$ cat config.mk
export PLATFORM = sky130hd
export DESIGN_NAME = seg_scan_driver
export DESIGN_NICKNAME = d
export VERILOG_FILES = /design/src/rtl/seg_scan_pkg.sv /design/src/rtl/seg_scan_driver_bin2bcd.sv /design/src/rtl/seg_scan_driver.sv
export SDC_FILE = /design/constraint.sdc
export NUM_CORES = 1
export LEC_CHECK = 0
export ABC_AREA = 1
export CORE_MARGIN = 2
export CORE_UTILIZATION = 47
export DETAILED_ROUTE_END_ITERATION = 8
export GPL_TIMING_DRIVEN = 0
export MAX_ROUTING_LAYER = met4
export PLACE_DENSITY = 0.65
export RECOVER_POWER = 100
export SYNTH_ARGS = -nofsm -noshare
export SYNTH_HDL_FRONTEND = slang
export SYNTH_SLANG_ARGS = --single-unit
$ cat constraint.sdc
create_clock -name clk -period 3.45 [get_ports clk]
set_input_delay 0.8625 -clock clk [delete_from_list [all_inputs] [get_ports clk]]
set_output_delay 0.8625 -clock clk [all_outputs]
set_load 0.02 [all_outputs]
$ cat src/rtl/seg_scan_pkg.sv
// -----------------------------------------------------------------------------
// seg_scan_pkg
// Shared types and constants for the seven-segment scan display back end.
//   state_t     : conversion/handshake FSM states
//   SEG_BLANK   : all segments dark (active-low)
//   SEG_MINUS   : segment g only (minus sign)
//   DIGITS      : number of multiplexed digits
//   bcd_to_seg(): BCD digit 0-9 to active-low glyph, seg[0]=a .. seg[6]=g
// -----------------------------------------------------------------------------
package seg_scan_pkg;

    localparam int unsigned DIGITS  = 4;
    localparam int unsigned VALUE_W = 10;
    localparam int unsigned BCD_W   = 4 * DIGITS;
    localparam int unsigned ITERS   = VALUE_W;

    localparam logic [6:0] SEG_BLANK = 7'b1111111;
    localparam logic [6:0] SEG_MINUS = 7'b0111111;

    typedef enum logic [1:0] {
        ST_IDLE,
        ST_SHIFT,
        ST_LATCH
    } state_t;

    function automatic logic [6:0] bcd_to_seg(input logic [3:0] d);
        logic [6:0] g;
        case (d)
            4'd0:    g = 7'b1000000;
            4'd1:    g = 7'b1111001;
            4'd2:    g = 7'b0100100;
            4'd3:    g = 7'b0110000;
            4'd4:    g = 7'b0011001;
            4'd5:    g = 7'b0010010;
            4'd6:    g = 7'b0000010;
            4'd7:    g = 7'b1111000;
            4'd8:    g = 7'b0000000;
            4'd9:    g = 7'b0010000;
            default: g = SEG_BLANK;
        endcase
        return g;
    endfunction

endpackage

$ cat src/rtl/seg_scan_driver_bin2bcd.sv
// -----------------------------------------------------------------------------
// bin2bcd_seq
// Iterative 10-bit binary to 4-digit BCD converter (shift-add-3), one bit per
// clock.
//   clk, rst_n : clock, asynchronous active-low reset
//   start      : capture bin and clear the accumulator
//   bin        : unsigned input, 0-1023
//   done       : high during the cycle whose edge performs the last iteration
//   bcd        : {thousands, hundreds, tens, ones}, valid once done has fired
// -----------------------------------------------------------------------------
module bin2bcd_seq
    import seg_scan_pkg::*;
(
    input  logic               clk,
    input  logic               rst_n,
    input  logic               start,
    input  logic [VALUE_W-1:0] bin,
    output logic               done,
    output logic [BCD_W-1:0]   bcd
);

    logic [VALUE_W-1:0] bin_q;
    logic [BCD_W-1:0]   bcd_q;
    logic [BCD_W-1:0]   adj;
    logic [3:0]         cnt_q;
    logic               run_q;

    // Add 3 to every nibble that is 5 or more, ahead of the shift.
    always_comb begin
        adj = bcd_q;
        for (int unsigned i = 0; i < DIGITS; i++) begin
            if (bcd_q[4*i +: 4] >= 4'd5) begin
                adj[4*i +: 4] = bcd_q[4*i +: 4] + 4'd3;
            end
        end
    end

    assign done = run_q && (cnt_q == 4'(ITERS - 1));
    assign bcd  = bcd_q;

    always_ff @(posedge clk or negedge rst_n) begin
        if (!rst_n) begin
            bin_q <= '0;
            bcd_q <= '0;
            cnt_q <= '0;
            run_q <= 1'b0;
        end else if (start) begin
            bin_q <= bin;
            bcd_q <= '0;
            cnt_q <= '0;
            run_q <= 1'b1;
        end else if (run_q) begin
            bcd_q <= {adj[BCD_W-2:0], bin_q[VALUE_W-1]};
            bin_q <= {bin_q[VALUE_W-2:0], 1'b0};
            cnt_q <= cnt_q + 4'd1;
            if (done) begin
                run_q <= 1'b0;
            end
        end
    end

endmodule

$ cat src/rtl/seg_scan_driver.sv
// -----------------------------------------------------------------------------
// seg_scan_driver
// Display back end: converts a signed 10-bit magnitude to BCD and scans it onto
// four common-anode seven-segment digits.
//   REFRESH_DIV : clocks each digit stays lit (>= 2)
//   clk, rst_n  : clock, asynchronous active-low reset
//   load        : one-cycle request to display value/neg (ignored while busy)
//   value, neg  : magnitude 0-1023 and sign (1 = negative)
//   busy        : conversion in progress
//   done        : one-cycle pulse when the new digits become visible
//   an          : active-low digit enables, an[0] rightmost
//   seg         : active-low segments, seg[0]=a .. seg[6]=g
// Build option: SEG_SCAN_BLANK_EN enables leading-zero blanking.
// -----------------------------------------------------------------------------
module seg_scan_driver
    import seg_scan_pkg::*;
#(
    parameter int unsigned REFRESH_DIV = 100000
) (
    input  logic               clk,
    input  logic               rst_n,
    input  logic               load,
    input  logic [VALUE_W-1:0] value,
    input  logic               neg,
    output logic               busy,
    output logic               done,
    output logic [DIGITS-1:0]  an,
    output logic [6:0]         seg
);

    localparam int unsigned DIV_W = (REFRESH_DIV > 1) ? $clog2(REFRESH_DIV) : 1;

    state_t           state_q, state_d;
    logic             conv_start, conv_done, latch;
    logic [BCD_W-1:0] conv_bcd;
    logic             neg_q;
    logic             done_q;

    logic [BCD_W-1:0] disp_bcd_q, disp_bcd_n;
    logic             disp_neg_q, disp_neg_n;

    logic [DIV_W-1:0] div_q;
    logic [1:0]       idx_q, idx_d;
    logic             div_wrap;
    logic [DIGITS-1:0] an_q;
    logic [6:0]       seg_q;

    logic [3:0]       dig   [DIGITS];
    logic [6:0]       glyph [DIGITS];
    logic             neg_eff, ovf;

    bin2bcd_seq u_bin2bcd (
        .clk   (clk),
        .rst_n (rst_n),
        .start (conv_start),
        .bin   (value),
        .done  (conv_done),
        .bcd   (conv_bcd)
    );

    // ---------------- handshake FSM ----------------
    always_comb begin
        state_d    = state_q;
        conv_start = 1'b0;
        latch      = 1'b0;
        case (state_q)
            ST_IDLE: begin
                if (load) begin
                    conv_start = 1'b1;
                    state_d    = ST_SHIFT;
                end
            end
            ST_SHIFT: begin
                if (conv_done) begin
                    state_d = ST_LATCH;
                end
            end
            ST_LATCH: begin
                latch   = 1'b1;
                state_d = ST_IDLE;
            end
            default: state_d = ST_IDLE;
        endcase
    end

    always_ff @(posedge clk or negedge rst_n) begin
        if (!rst_n) begin
            state_q    <= ST_IDLE;
            neg_q      <= 1'b0;
            done_q     <= 1'b0;
            disp_bcd_q <= '0;
            disp_neg_q <= 1'b0;
        end else begin
            state_q <= state_d;
            done_q  <= latch;
            if (conv_start) begin
                neg_q <= neg;
            end
            disp_bcd_q <= disp_bcd_n;
            disp_neg_q <= disp_neg_n;
        end
    end

    assign busy = (state_q != ST_IDLE);
    assign done = done_q;

    // The glyph registers are fed from the display value being written this
    // edge, so new digits reach an/seg on the same edge the display latches.
    assign disp_bcd_n = latch ? conv_bcd : disp_bcd_q;
    assign disp_neg_n = latch ? neg_q    : disp_neg_q;

    // ---------------- composition ----------------
    always_comb begin
        for (int unsigned i = 0; i < DIGITS; i++) begin
            dig[i]   = disp_bcd_n[4*i +: 4];
            glyph[i] = bcd_to_seg(disp_bcd_n[4*i +: 4]);
        end
        // Negative zero shows as plain zero.
        neg_eff = disp_neg_n && (disp_bcd_n != '0);
        // Magnitudes are at most 1023, so a non-zero thousands digit means > 999.
        ovf     = neg_eff && (dig[3] != 4'd0);

`ifdef SEG_SCAN_BLANK_EN
        if (dig[3] == 4'd0) begin
            glyph[3] = SEG_BLANK;
            if (dig[2] == 4'd0) begin
                glyph[2] = SEG_BLANK;
                if (dig[1] == 4'd0) begin
                    glyph[1] = SEG_BLANK;
                end
            end
        end
        // Non-overflow negatives have a zero thousands digit; the sign sits
        // just left of the most significant shown digit.
        if (neg_eff && !ovf) begin
            if (dig[2] != 4'd0) begin
                glyph[3] = SEG_MINUS;
            end else if (dig[1] != 4'd0) begin
                glyph[2] = SEG_MINUS;
            end else begin
                glyph[1] = SEG_MINUS;
            end
        end
`else
        if (neg_eff && !ovf) begin
            glyph[3] = SEG_MINUS;
        end
`endif
        if (ovf) begin
            for (int unsigned i = 0; i < DIGITS; i++) begin
                glyph[i] = SEG_MINUS;
            end
        end
    end

    // ---------------- scanner ----------------
    assign div_wrap = (div_q == DIV_W'(REFRESH_DIV - 1));
    assign idx_d    = div_wrap ? idx_q + 2'd1 : idx_q;

    always_ff @(posedge clk or negedge rst_n) begin
        if (!rst_n) begin
            div_q <= '0;
            idx_q <= '0;
            an_q  <= 4'b1110;
            seg_q <= bcd_to_seg(4'd0);
        end else begin
            div_q <= div_wrap ? '0 : div_q + DIV_W'(1);
            idx_q <= idx_d;
            an_q  <= ~(4'b0001 << idx_d);
            seg_q <= glyph[idx_d];
        end
    end

    assign an  = an_q;
    assign seg = seg_q;

endmodule

# Word-level counts from Yosys, hierarchy flattened
# Memories as Yosys holds them, arrays and structs flattened.
# Cells that the tools add are included.
dict set report word_totals {
  register_bits 82
  mem_bits_ro 448
  out_inout_bits 13
  mem_count 4
}
# name words width read_ports rd_clocked_by_memory_dff wr line
set mem_list {}
lappend mem_list {{(no name shown)} 16 7 1 0 0 seg_scan_pkg.sv:28} ;# case (d)
lappend mem_list {{(no name shown)} 16 7 1 0 0 seg_scan_pkg.sv:28}
lappend mem_list {{(no name shown)} 16 7 1 0 0 seg_scan_pkg.sv:28}
lappend mem_list {{(no name shown)} 16 7 1 0 0 seg_scan_pkg.sv:28}
dict set report op_classes {
  n_addsub 7
  magnitude_cmp 5
  n_eq_ne 6
  shifts 1
  mux 28
  n_bitwise 2
  n_reduce_logical 11
}
# operator n
set op_table {}
lappend op_table {{16-bit 2-to-1 mux} 3}
lappend op_table {{28-bit 2-to-1 mux} 1}
lappend op_table {{7-bit 2-to-1 mux} 3}
lappend op_table {{10-bit 2-to-1 mux} 2}
lappend op_table {{4-bit 2-to-1 mux} 5}
lappend op_table {{17-bit by 1-bit adder with 17-bit output, second input constant} 1}
lappend op_table {{17-bit == test, second input constant} 1}
lappend op_table {{17-bit 2-to-1 mux} 1}
lappend op_table {{4-bit by 3-bit greater-or-equal comparator with 1-bit output, second input constant} 4}
lappend op_table {{16-bit nonzero test} 1}
lappend op_table {{7-bit binary-select mux with 2-bit select} 1}
lappend op_table {{4-bit by 2-bit adder with 4-bit output, second input constant} 3}
lappend op_table {{1-bit 2-to-1 mux} 7}
lappend op_table {{2-bit 2-to-1 mux} 3}
lappend op_table {{4-bit by 1-bit adder with 4-bit output, second input constant} 1}
lappend op_table {{4-bit == test, second input constant} 1}
lappend op_table {{1-bit logical AND} 4}
lappend op_table {{2-bit != test, second input constant} 2}
lappend op_table {{4-bit inverter} 1}
lappend op_table {{2-bit one-hot mux with 2 select lines} 1}
lappend op_table {{2-bit nonzero test} 2}
lappend op_table {{4-bit nonzero test} 1}
lappend op_table {{1-bit by 2-bit left shift with 4-bit output, first input constant} 1}
lappend op_table {{3-bit by 2-bit adder with 3-bit output, second input constant} 1}
lappend op_table {{9 further kinds} 9}

# Logic depth before layout (Yosys ltp)
dict set report logic_depth {
  depth_word 13
  ltp_mapped 16
  ltp_nobuf 15
}

# Modules after synthesis
# From an unflattened synthesis, not the netlist that was laid out.
dict set report unflattened {
  hier_cells 642
  hier_area_um2 5021.1
}
# mod n_inst cells_each area_each_um2 seq_area_each_um2
set modules_own_cells {}
lappend modules_own_cells {seg_scan_driver 1 441 3354.5 1281.2}
lappend modules_own_cells {bin2bcd_seq 1 201 1666.6 775.7}

# Worst setup path before layout
# OpenSTA, ideal clock, no wires.
dict set report synth_timing {
  kind {register -> register}
  startpoint {reg state_q[0]}
  endpoint {reg seg_q[5] (netlist: seg[5])}
  arrival_ns 2.006
  required_ns 3.326
  path_slack_ns 1.320
  path_stages_with_launch 14
  path_buffers 1
  period_less_slack_ns 2.130
  path_cell_list {dfrtp_1 -> inv_2 -> nand2_4 -> buf_6 -> o21ai_0 -> inv_1 -> ha_1 -> nand3b_1 -> nand3_1 -> nand3_1 -> nand2_1 -> nand2_1 -> nand2_1 -> nand3_1}
}
dict set report synth_between {
  elab_chain_len 13
  elab_cells_between_ends 19
}
# element line
set synth_lines {}
lappend synth_lines {{start: declaration} seg_scan_driver.sv:33} ;# state_t state_q, state_d;
lappend synth_lines {{start signal: assignment} seg_scan_driver.sv:94} ;# state_q <= state_d;
lappend synth_lines {{2-bit == test (*)} seg_scan_driver.sv:66} ;# case (state_q)
lappend synth_lines {{1-bit 2-to-1 mux (*)} seg_scan_driver.sv:66}
lappend synth_lines {{16-bit 2-to-1 mux (*)} seg_scan_driver.sv:109} ;# assign disp_bcd_n = latch ? conv_bcd : disp_bcd_q;
lappend synth_lines {{net disp_bcd_n[4]} seg_scan_driver.sv:39} ;# logic [BCD_W-1:0] disp_bcd_q, disp_bcd_n;
lappend synth_lines {{16-bit nonzero test} seg_scan_driver.sv:119} ;# neg_eff = disp_neg_n && (disp_bcd_n != '0);
lappend synth_lines {{1-bit logical AND} seg_scan_driver.sv:119}
lappend synth_lines {{1-bit logical AND} seg_scan_driver.sv:121} ;# ovf = neg_eff && (dig[3] != 4'd0);
lappend synth_lines {{1-bit zero test} seg_scan_driver.sv:145} ;# if (neg_eff && !ovf) begin
lappend synth_lines {{1-bit logical AND} seg_scan_driver.sv:145}
lappend synth_lines {{7-bit 2-to-1 mux} seg_scan_driver.sv:145}
lappend synth_lines {{28-bit 2-to-1 mux (*)} seg_scan_driver.sv:149} ;# if (ovf) begin
lappend synth_lines {{7-bit binary-select mux with 2-bit select (*)} seg_scan_driver.sv:170} ;# seg_q <= glyph[idx_d];
lappend synth_lines {{7-bit 2-to-1 mux (not written as such) (*) (2 in a row)} seg_scan_driver.sv:170}
lappend synth_lines {{end signal: assignment} seg_scan_driver.sv:165} ;# seg_q <= bcd_to_seg(4'd0);
lappend synth_lines {{end signal: assignment} seg_scan_driver.sv:170}
lappend synth_lines {{end: declaration} seg_scan_driver.sv:46} ;# logic [6:0] seg_q;
# Mark *: on every way through the listed nets, which the timed path passes. The rest lies on a longest branch. The select of a mux whose other input is x is not followed.
# A chain may end at the register's enable or synchronous reset.

# Worst setup path after layout
dict set report layout_timing {
  startpoint {reg state_q[0]}
  endpoint {reg seg_q[0] (netlist: seg[0])}
}
dict set report layout_between {
  elab_chain_len 13
  elab_cells_between_ends 19
}
# element line
set layout_lines {}
lappend layout_lines {{2-bit == test (*)} seg_scan_driver.sv:66}
lappend layout_lines {{1-bit 2-to-1 mux (*)} seg_scan_driver.sv:66}
lappend layout_lines {{16-bit 2-to-1 mux} seg_scan_driver.sv:109}
lappend layout_lines {{16-bit nonzero test} seg_scan_driver.sv:119}
lappend layout_lines {{1-bit logical AND} seg_scan_driver.sv:119}
lappend layout_lines {{1-bit logical AND} seg_scan_driver.sv:121}
lappend layout_lines {{1-bit zero test} seg_scan_driver.sv:145}
lappend layout_lines {{1-bit logical AND} seg_scan_driver.sv:145}
lappend layout_lines {{7-bit 2-to-1 mux} seg_scan_driver.sv:145}
lappend layout_lines {{28-bit 2-to-1 mux (*)} seg_scan_driver.sv:149}
lappend layout_lines {{7-bit binary-select mux with 2-bit select (*)} seg_scan_driver.sv:170}
lappend layout_lines {{7-bit 2-to-1 mux (not written as such) (*) (2 in a row)} seg_scan_driver.sv:170}
# Every way passes the cells marked *; elsewhere a longest branch is shown, timed or not. The select of a mux whose other input is x is not followed.

==> out/metrics.yaml <==
grt_max_degree: 61
grt_pass1_vias: 4047
r2r_cells: 12
viasPerCell: 5.19
htree_num_levels: 3
avgSynthCellArea_um2: 7.80
final_net_count: 727
synth-async-reset-ratio_pct: 100
path_delay_family: "simple AND/OR/NAND/NOR gates"
skew_ns: 0.00581
worstHoldPathCells: 1
row_count: 37
clock_sinks: 82
die_w_um: 107
cts_tree: "yes"
utilization_pct: 54.5
final_antenna_net_count: 0
reg2reg_to: "seg[0]"
cts_buffers: 9
setup_violations: 0
critPathSlowestCell: "o21ai_0"
synthesis.area_um2: 5020
required_ns: 3.69
cts_setup_buffers: 0
critical_path_class: "flip-flop to flip-flop"
status: "completed"
start_util_pct: 48.5
slew_headroom_pct: 6.73
ir_worst_vdd_mv: 0.182
coreArea_um2: 10400
leakagePower_nw: 3.21
place_congestion: 0.892
drtIter0Drc: 295
r2r_setup_slack_ns: 0.62
cts_buffer_depth: 2
firstDrtPassIters: 5
rsz0062_at_grt: "false"
report.final.slew_viol_count: 0
synth_most_common_cell: "nand2_1"
hold_violations: 0
yosysTopAreaCell: "dfrtp_1"
grt_usage_pct: 20.1
clk_pin_slew_worst_paths_ns: 0.09
pre_cts_slack_ns: 0.609
arrival_ns: 3.07
path_max_fanout: 10
slowest_delay_ns: 0.56
die_area_um2: 11500
drt_wl_total_um: 10700
grt_pass1_wl_um: 17900
area_delta_synth_final_pct: 12.5
drv_cap: 0
crit_start: "state_q[0]"
synth_seq_area_share_pct: 40.9
diodes: 0
routedWlPerCell_um: 13.0
yosys_warnings: 0
overflow: 0
syn-instance-count: 644
hold_path_class: "flip-flop to flip-flop"
place.detailed.hpwl_um: 8080
drc: 0
numPortBuffers: 26
netlist.area_leader.share_pct: 38.8
synthTopCellsByCount: "nand2_1 (178), inv_1 (95), dfrtp_1 (78)"
ys.flop_type: "dfrtp_1"
tightest_slew_ns: 1.40
cts_resized: 0
crit_buf_inv: 2
layout-drive-gt1-share_pct: 7.57
setup_slack_ns: 0.616
fill_cells: 1004
cts_hold_buf: 0
ys_ff_latch: 82
cp.depth: 12
synth_edf_count: 0
hp-start: "div_q[0]"
syn_nets: 689
clock_latency_ns: 0.35
holdWs_ns: 0.459
antenna_found_initial: 0
vias: 4268
period_minus_slack_ns: 2.83
cts-root-buf: "clkbuf_8"
die_h_um: 107
worst_setup_path_end_kind: "flip-flop"
cp_cell_sequence: "inv_1 > nand2_4 > buf_6 > o21ai_0 > ha_1 > nand3_1 > nor2_1 > nand3_4 > nand3_2 > nand2_1 > nand2_1 > nand3_1"
r2r-start: "state_q[0]"
ys_top_cells_by_area: "dfrtp_1 (39%), nand2_1 (13%), ha_1 (7.7%)"
pin_count: 27
max_freq_mhz: 353
start_kind: "flip-flop"
yosys.cell_types.count: 42
min_to: "div_q[0]"
fin_crit_sh_pct: 82.1
powerDensity_nw_per_um2: 327
-- report_power, final --
group          total, mW  switching [mW]  internal (mW)
logic             0.0356          0.0205         0.0150
clock network      0.851           0.367          0.484
registers          0.960               0          0.960
-- layout make-up --
class	count	area, um2	area share [%]
plain buffers	9	68.8	1.22
clock buffers	10	128	2.26
clock inverters	6	113	1.99
inverters	102	383	6.77
multi-input cells	451	2450	43.4
flip-flops and latches	82	2060	36.4
well taps	136	170	3.01
repair buffers	27	282	4.98
-- layout by cell type (no fill, tap or decap), types with 6 or more instances in the layout --
cell             instances
inv_1                   99
ha_1                    31
o22ai_1                  7
o211ai_1                 6
a21oi_1                 11
nand4_1                  9
dfrtp_1                 78
nand2_4                  8
nand2_2                  6
nor2_1                  36
clkbuf_1                 8
o21ai_0                 38
dlygate4sd3_1           14
clkbuf_8                 9
nand2_1                186
xor2_1                   6
nand3_1                 70
clkdlybuf4s50_1         11
-- stage by stage --
step	cells	instance area, um2	power, mW	TNS, ns
after global placement	806	5460	1.01	-123.41
after detailed placement	807	5480	1.02	0
after global routing	823	5660	1.92	0
final	823	5660	1.85	0
after floorplan	644	5020	0.980	0
after CTS	823	5720	1.87	0
-- metal layers --
layer / up-vias / track usage, % / wire length, um
li1: 2138 / - / -
met1: 2018 / 24.6 / 4870
met2: 97 / 33.8 / 5180
met3: 15 / 4.18 / 462
met4: 0 / 6.04 / 152
met5: - / - / 0
-- worst max path at each step --
stage | slack [ns] | to
floorplan | 1.32 | seg[5]
global placement | -1.56 | disp_bcd_q[2]
detailed placement | 0.61 | u_bin2bcd.bcd[3]
CTS | 0.86 | seg[2]
global route | 0.36 | seg[4]
finish | 0.62 | seg[0]
-- state kept, by name (all words and copies together), names as in the netlist --
signal	count
u_bin2bcd.run_q	1
disp_bcd_q	16
neg_q	1
state_q	2
an	4
done	1
seg	7
idx_q	2
u_bin2bcd.cnt_q	4
disp_neg_q	1
div_q	17
u_bin2bcd.bcd	16
u_bin2bcd.bin_q	10
-- kinds of logic (layout without fill, tap and decap cells) --
kind of cell,count (synthesis),after routing,share of synthesized area [%]
xor gates and xnor gates,8,8,1.39
buffers and inverters,111,154,9.14
and+or+nand+nor,336,336,31.5
DFF,82,82,40.9
adders and majority gates,31,31,7.72
AOI/OAI and AO/OA,76,76,9.31
(Power assumes the default switching activity.)
